--- src/rtl/mips_store_buffer.sv ---
`default_nettype none
// ============================================================================
// Module   : mips_store_buffer
// Purpose  : Posted-write store buffer between the MIPS memory stage and data
//            memory. Word stores are queued in a circular FIFO and drained to
//            memory one at a time under a we/ack handshake. Loads that hit a
//            buffered address get the newest buffered data forwarded.
// Ports    : clk, rst_n                    - clock, async active-low reset
//            st_valid_i/st_addr_i/st_data_i - store from pipeline
//            st_ready_o                     - buffer not full
//            ld_addr_i, ld_hit_o, ld_data_o - load forwarding lookup
//            mem_we_o/mem_addr_o/mem_wdata_o, mem_ack_i - memory write port
//            count_o, empty_o, full_o       - occupancy status
// Revision : 1.0 - initial release
// ============================================================================
module mips_store_buffer #(
  parameter int DEPTH = 4
) (
  input  logic                     clk,
  input  logic                     rst_n,
  input  logic                     st_valid_i,
  input  logic [31:0]              st_addr_i,
  input  logic [31:0]              st_data_i,
  output logic                     st_ready_o,
  input  logic [31:0]              ld_addr_i,
  output logic                     ld_hit_o,
  output logic [31:0]              ld_data_o,
  output logic                     mem_we_o,
  output logic [31:0]              mem_addr_o,
  output logic [31:0]              mem_wdata_o,
  input  logic                     mem_ack_i,
  output logic [$clog2(DEPTH):0]   count_o,
  output logic                     empty_o,
  output logic                     full_o
);

  localparam int PW = $clog2(DEPTH);
  localparam int CW = PW + 1;

  localparam logic [0:0] S_IDLE  = 1'b0;
  localparam logic [0:0] S_WRITE = 1'b1;

  logic [29:0]   addr_q [DEPTH];
  logic [31:0]   data_q [DEPTH];
  logic [PW-1:0] head_q, head_d;
  logic [PW-1:0] tail_q, tail_d;
  logic [CW-1:0] count_q, count_d;
  logic [0:0]    state_q, state_d;

  logic          push;
  logic          pop;
  logic [PW-1:0] fwd_idx;

  // Byte-offset bits are meaningless for word stores/loads.
  logic unused_addr_bits;
  assign unused_addr_bits = ^{st_addr_i[1:0], ld_addr_i[1:0]};

  assign full_o     = (count_q == CW'(DEPTH));
  assign empty_o    = (count_q == '0);
  assign st_ready_o = ~full_o;
  assign count_o    = count_q;

  // Ready is taken from the registered count only, so a pop in the same
  // cycle never lets a store in while full.
  assign push = st_valid_i & ~full_o;
  // WRITE is only ever entered/held with at least one entry buffered.
  assign pop  = (state_q == S_WRITE) & mem_ack_i;

  assign head_d  = pop  ? head_q + PW'(1) : head_q;
  assign tail_d  = push ? tail_q + PW'(1) : tail_q;
  assign count_d = count_q + CW'(push) - CW'(pop);

  always_comb begin
    state_d = state_q;
    case (state_q)
      S_IDLE:  if (count_q != '0) state_d = S_WRITE;
      S_WRITE: if (pop && (count_d == '0)) state_d = S_IDLE;
      default: state_d = S_IDLE;
    endcase
  end

  assign mem_we_o    = (state_q == S_WRITE);
  assign mem_addr_o  = empty_o ? 32'h0 : {addr_q[head_q], 2'b00};
  assign mem_wdata_o = empty_o ? 32'h0 : data_q[head_q];

  // Walk entries oldest to newest so a later match overrides an earlier one,
  // leaving the most recently pushed matching entry as the result.
  always_comb begin
    ld_hit_o  = 1'b0;
    ld_data_o = 32'h0;
    fwd_idx   = '0;
    for (int i = 0; i < DEPTH; i++) begin
      fwd_idx = head_q + PW'(i);
      if ((CW'(i) < count_q) && (addr_q[fwd_idx] == ld_addr_i[31:2])) begin
        ld_hit_o  = 1'b1;
        ld_data_o = data_q[fwd_idx];
      end
    end
  end

  // Storage needs no reset: every read path is qualified by count.
  always_ff @(posedge clk) begin
    if (push) begin
      addr_q[tail_q] <= st_addr_i[31:2];
      data_q[tail_q] <= st_data_i;
    end
  end

  always_ff @(posedge clk or negedge rst_n) begin
    if (!rst_n) begin
      head_q  <= '0;
      tail_q  <= '0;
      count_q <= '0;
      state_q <= S_IDLE;
    end else begin
      head_q  <= head_d;
      tail_q  <= tail_d;
      count_q <= count_d;
      state_q <= state_d;
    end
  end

endmodule
`default_nettype wire
--- config.mk ---
export PLATFORM = sky130hd
export DESIGN_NAME = mips_store_buffer
export DESIGN_NICKNAME = d
export VERILOG_FILES = /design/src/rtl/mips_store_buffer.sv
export SDC_FILE = /design/constraint.sdc
export NUM_CORES = 1
export LEC_CHECK = 0
export BUFFER_PORTS_ARGS = -buffer_cell sky130_fd_sc_hd__buf_2
export CAP_MARGIN = 15
export CELL_PAD_IN_SITES_DETAIL_PLACEMENT = 0
export CELL_PAD_IN_SITES_GLOBAL_PLACEMENT = 1
export CORE_MARGIN = 10
export CORE_UTILIZATION = 35
export DETAILED_ROUTE_END_ITERATION = 12
export HOLD_SLACK_MARGIN = 0.03
export PLACE_DENSITY = 0.71
export SYNTH_ARGS = -nofsm -noshare
export SYNTH_HDL_FRONTEND = slang
export SYNTH_SLANG_ARGS = --single-unit
export TNS_END_PERCENT = 100
--- constraint.sdc ---
create_clock -name clk -period 3.02 [get_ports clk]
set_input_delay 0 -clock clk [delete_from_list [all_inputs] [get_ports clk]]
set_output_delay 0 -clock clk [all_outputs]
set_load 0.01 [all_outputs]
Yosys cells after proc, flatten, opt, wreduce, memory -nomap -nowiden
Memories as Yosys holds them, arrays and structs flattened.
Cells that the tools add are included.
- equality and inequality tests: 5
- bitwise gates (word level): 4
- $add $sub $neg: 6
- reduce and logical (&&, ||, !) cells: 8
- $lt $le $gt $ge: 4
- mux-type cells: 15
- operators by type and width (kind ; number):
    2-to-1 mux 32 bit ; 6
    equality test 30 bit ; 4
    2-to-1 mux 1 bit ; 8
    zero test 3 bit ; 2
    < comparator 1 x 3 -> 1 bit (first input constant) ; 2
    < comparator 2 x 3 -> 1 bit (first input constant) ; 2
    logical AND 1 bit ; 5
    adder 2 x 1 -> 2 bit (second input constant) ; 2
    adder 2 bit (second input constant) ; 2
    adder 3 x 1 -> 3 bit ; 1
    equality test 3 bit (second input constant) ; 1
    nonzero test 3 bit ; 1
    subtractor 3 x 1 -> 3 bit ; 1
    bitwise AND 1 bit ; 2
    NOT 1 bit ; 2
    case mux 1 bit (2 select lines) ; 1
- bits of input ports: 100
- word-level logic and storage cells: 48
- memories: 2
- bits in writable memories: 248
- register bits: 8
- memory list (name ; depth ; bits a word ; read ports ; clocked after memory_dff ; write ports ; RTL line ; source):
    data_q ; 4 ; 32 ; 4 ; 0 ; 1 ; 44 ; logic [31:0] data_q [DEPTH];
    addr_q ; 4 ; 30 ; 4 ; 0 ; 1 ; 43 ; logic [29:0] addr_q [DEPTH];

Depth between registers and ports, before layout
- word-level depth: 9
- mapped depth: 15
- mapped depth without buffers: 12

Worst setup path before layout
OpenSTA, ideal clock, no wires.
- kind: register to output
- from: reg head_q[1]
- to: out ld_data_o[10]
- path buffers: 6
- data arrival time: 3118 ps
- path slack: -98 ps
- data required time: 3020 ps
- cell stages (with the launch flop): 15
- cell sequence: dfrtp_1 > buf_6 > buf_8 > buf_6 > buf_6 > buf_2 > mux4_2 > xnor2_1 > nand3_1 > nor4_1 > and4b_1 > buf_4 > a21oi_1 > a2111o_1 > a22oi_1
- word-level cells in the longest chain between the ends: 7
- RTL lines (what ; RTL line ; source):
    start: declaration ; 45 ; logic [PW-1:0] head_q, head_d;
    start signal: assignment ; 111 ; head_q <= '0;
    start signal: assignment ; 116 ; head_q <= head_d;
    adder 2 x 1 -> 2 bit or memory (4 x 30 bit) (tied branches) ; - ;
    memory (4 x 30 bit) or equality test 30 bit (tied branches) ; - ;
    equality test 30 bit or logical AND 1 bit (tied branches) ; 94 ; if ((CW'(i) < count_q) && (addr_q[fwd_idx] == ld_addr_i[31:2])) begin
    logical AND 1 bit or 2-to-1 mux 32 bit (tied branches) ; 94 ;
    2-to-1 mux 32 bit (2 in a row) ; 94 ;
    2-to-1 mux 32 bit * ; 94 ;
    end: declaration ; 27 ; output logic [31:0] ld_data_o,
Every way passes the cells marked *; elsewhere a longest branch is shown, timed or not.

Worst setup path in the final report
- from: reg head_q[0]
- to: out ld_data_o[3]
The elaborated chain is that of the path after synthesis.

==> flow_summary.json <==
{
  "ir_drop_mv": 0.669,
  "cp_slowest_cell": "dfrtp_4",
  "dp.cells": 2290,
  "cp-startpoint": "head_q[0]",
  "synth_ff_type": "edfxtp_1",
  "finalNonFillerCells": 2460,
  "max_freq_mhz": 236,
  "die_w_um": 239,
  "htreeDepth": 1,
  "hpwlAfterDp_um": 37900,
  "cp_top_family": "simple AND/OR/NAND/NOR gates",
  "p_leak_uw": 0.00874,
  "yosys_warnings": 0,
  "vias": 13506,
  "finalMaxSlewViolations": 0,
  "r2r_start": "count_o[0]",
  "p_clk_share_pct": 17.2,
  "power_frac_seq_pct": 23.2,
  "period_needed_ps": 4230,
  "r2r_end": "mem_we_o",
  "hold_viol": 0,
  "rr_worst_depth": 12,
  "row_count": 80,
  "portBuffers": 197,
  "hold_end": "addr_q[2][17]",
  "cp-start-kind": "flop",
  "worstSetupPathType": "flop to primary output",
  "wirelength_um": 56900,
  "intPower_uw": 12900,
  "path_max_fanout": 8,
  "grt_pass1_wl_um": 82700,
  "grt_pass1_vias": 13662,
  "syn_avg_cell_area_sq_um": 12.0,
  "timing.final.ws_setup_ps": -1210,
  "via_per_inst": 5.49,
  "critPathMaxStageDelay_ps": 490,
  "worstMarginPinSlew_ps": 742,
  "synth-async-reset-ratio_pct": 3.13,
  "period_share_pct": 140,
  "netlist_area_sq_um": 16700,
  "cp-end-kind": "primary output",
  "clk_pin_slew_ps": 60,
  "drtIter0Drc": 878,
  "p_comb_share_pct": 59.6,
  "path_cells": "buf_12, buf_12, mux4_2, xor2_2, nor4_2, nand4_1, nor4_2, buf_4, and4b_4, buf_6, buf_16, a21oi_2, a2111o_1, a22oi_2, buf_2",
  "crit_arrival_ps": 4230,
  "slew_headroom_pct": 50.6,
  "path_buf_inv": 6,
  "setup_violations": 33,
  "io_pins": 204,
  "grt_max_degree": 91,
  "start_util_pct": 35.2,
  "grt_use_total_pct": 18.9,
  "cts-buffers-inserted": 29,
  "clk_path_buf_depth": 3,
  "synth-edff-count": 248,
  "place.gp.congestion": 0.900,
  "area_growth_pct": 35.4,
  "die_area_sq_um": 57000,
  "wl_per_cell_um": 23.1,
  "yosysSeqAreaShare_pct": 45.7,
  "cts_root_buf": "clkbuf_16",
  "r2r_slack_ps": 340,
  "drt_first_pass_iters": 5,
  "dp_slack_ps": -812,
  "synth_seq_cells": 256,
  "outcome": "finished with violations",
  "chipHeight_um": 239,
  "nets": 1924,
  "post_synth_inst_count": 1397,
  "finClkSkew_ps": 14.3,
  "violations": "negative setup slack",
  "clkLatencyLatePin_ps": 570,
  "hp-start": "st_addr_i[19]",
  "gr-total-overflow": 0,
  "drc_errors": 0,
  "drive_gt1_share_pct": 37.9,
  "cap_viol_max_count": 0,
  "hold_path_class": "input port to flop",
  "holdPathStages": 2,
  "cts.sinks": 256,
  "rsz0062_at_grt": "true",
  "coreArea_sq_um": 47500,
  "synth_cell_types": 68,
  "p_sw_share_pct": 40.7,
  "switchingPower_uw": 8890,
  "p_per_area_nw_per_um2": 964,
  "required_ps": 3020,
  "antenna_found_initial": 11,
  "final_antenna_net_count": 0,
  "cts_tree": "built"
}
power by group through the flow:
stage                     sequential, uW  clock [uW]  combinational (uW)
after detailed placement            5230           0               11600
after global placement              5190           0               11500
final                               5070        3760               13000
after floorplan                     5080           0                7430
after global routing                5140        3990               13900
after CTS                           5060        3810               12400
cells in the final DEF (no fill, tap or decap), drive strengths merged, types with 15 or more instances in the layout:
master,count
a2111oi,26
a211oi,46
a21oi,65
and2,42
and3,38
buf,440
clkbuf,36
dlygate4sd3,66
edfxtp,248
inv,15
mux2,34
mux2i,203
mux4,48
nand2,97
nor2,44
nor2b,30
o21ai,48
o31a,20
xnor2,80
xor2,37
per-layer routing:
metal	vias up	track usage, %	part of all wire, %
met4	6	5.53	2.3
li1	6216	-	-
met1	6766	25.0	43
met2	438	31.3	48
met5	-	0	0.072
met3	80	3.11	6.3
worst max-delay path by stage:
stage	end	slack, ps	cells past startpoint
after global placement	ld_data_o[11]	-820	14
after floorplan	ld_data_o[1]	-30	14
after CTS	ld_data_o[6]	-1170	15
final	ld_data_o[3]	-1210	15
after global routing	ld_data_o[20]	-1340	15
after detailed placement	ld_data_o[11]	-810	14
layout make-up:
type | count | area (sq um)
sequential | 256 | 7650
clock inverter | 22 | 278
timing repair buffer | 512 | 4240
multi-input combinational | 1002 | 8910
antenna | 8 | 20.0
clock buffer | 31 | 733
inverter | 14 | 55.1
tap | 615 | 769
fill | 4212 | 24900
what timing repair did:
| item | in CTS | in global routing |
|---|---|---|
| endpoints found under the setup margin | 48 | 42 |
| pin swaps | 19 | 36 |
| cloned | 9 | 4 |
| buffers inserted | 21 | 11 |
| hold buffers | 66 | 0 |
| resized for setup | 97 | 63 |
| hold endpoints to repair | 261 | 0 |
cells by family after synthesis:
group / after synthesis / synth area share [%]
XOR/XNOR: 117 / 6.24
AO/OA/AOI/OAI: 271 / 11.7
buffers and inverters: 140 / 4.64
flip-flops: 256 / 45.7
other: 1 / 0.0224
AND/OR/NAND/NOR: 318 / 9.95
adder cells (fa/ha/maj): 9 / 0.718
multiplexers: 285 / 21.0
sequential cells by signal (all words and copies together) (netlist names):
register / flops
data_q: 128
addr_q: 120
count_o: 3
head_q: 2
tail_q: 2
mem_we_o: 1
cell usage after synthesis, types with 5 or more instances:
master / n / area (sq um)
mux4_2: 48 / 1080
inv_1: 13 / 48.8
buf_4: 23 / 173
a22oi_2: 7 / 87.6
a2111oi_0: 14 / 123
and3_1: 38 / 238
dfrtp_1: 8 / 200
nor3_1: 10 / 50.1
nand4_1: 14 / 87.6
and2_1: 42 / 263
or2_2: 11 / 68.8
a21oi_1: 65 / 325
buf_2: 24 / 120
clkbuf_1: 53 / 199
mux2i_1: 199 / 1990
nor2b_1: 30 / 188
o21ai_0: 43 / 215
nand2b_1: 6 / 37.5
nand2_1: 97 / 364
xnor2_1: 79 / 692
xor2_1: 37 / 324
o31a_1: 20 / 175
nor4_1: 8 / 50.1
a2111oi_2: 11 / 165
nor2_1: 44 / 165
o21ai_1: 5 / 25.0
ha_1: 8 / 100
buf_1: 9 / 33.8
a31oi_1: 14 / 87.6
a2111o_1: 8 / 90.1
nand3_1: 5 / 25.0
mux2_2: 34 / 383
buf_6: 15 / 169
edfxtp_1: 248 / 7450
a211oi_1: 46 / 345
per-stage QoR:
step | cell area (sq um) | utilization, % | TNS [ps] | hold WS, ps | total power (uW)
final | 22700 | 47.6 | -36950 | 176 | 21800
after global routing | 22600 | 47.6 | -41800 | 174 | 23000
after CTS | 22200 | 46.7 | -36390 | 157 | 21300
after detailed placement | 19600 | 41.2 | -24840 | -131 | 16800
after global placement | 19600 | 41.2 | -24560 | -129 | 16700
after floorplan | 16800 | - | -51.3 | -296 | 12500
Note: power is estimated with default switching activity, not from simulation.
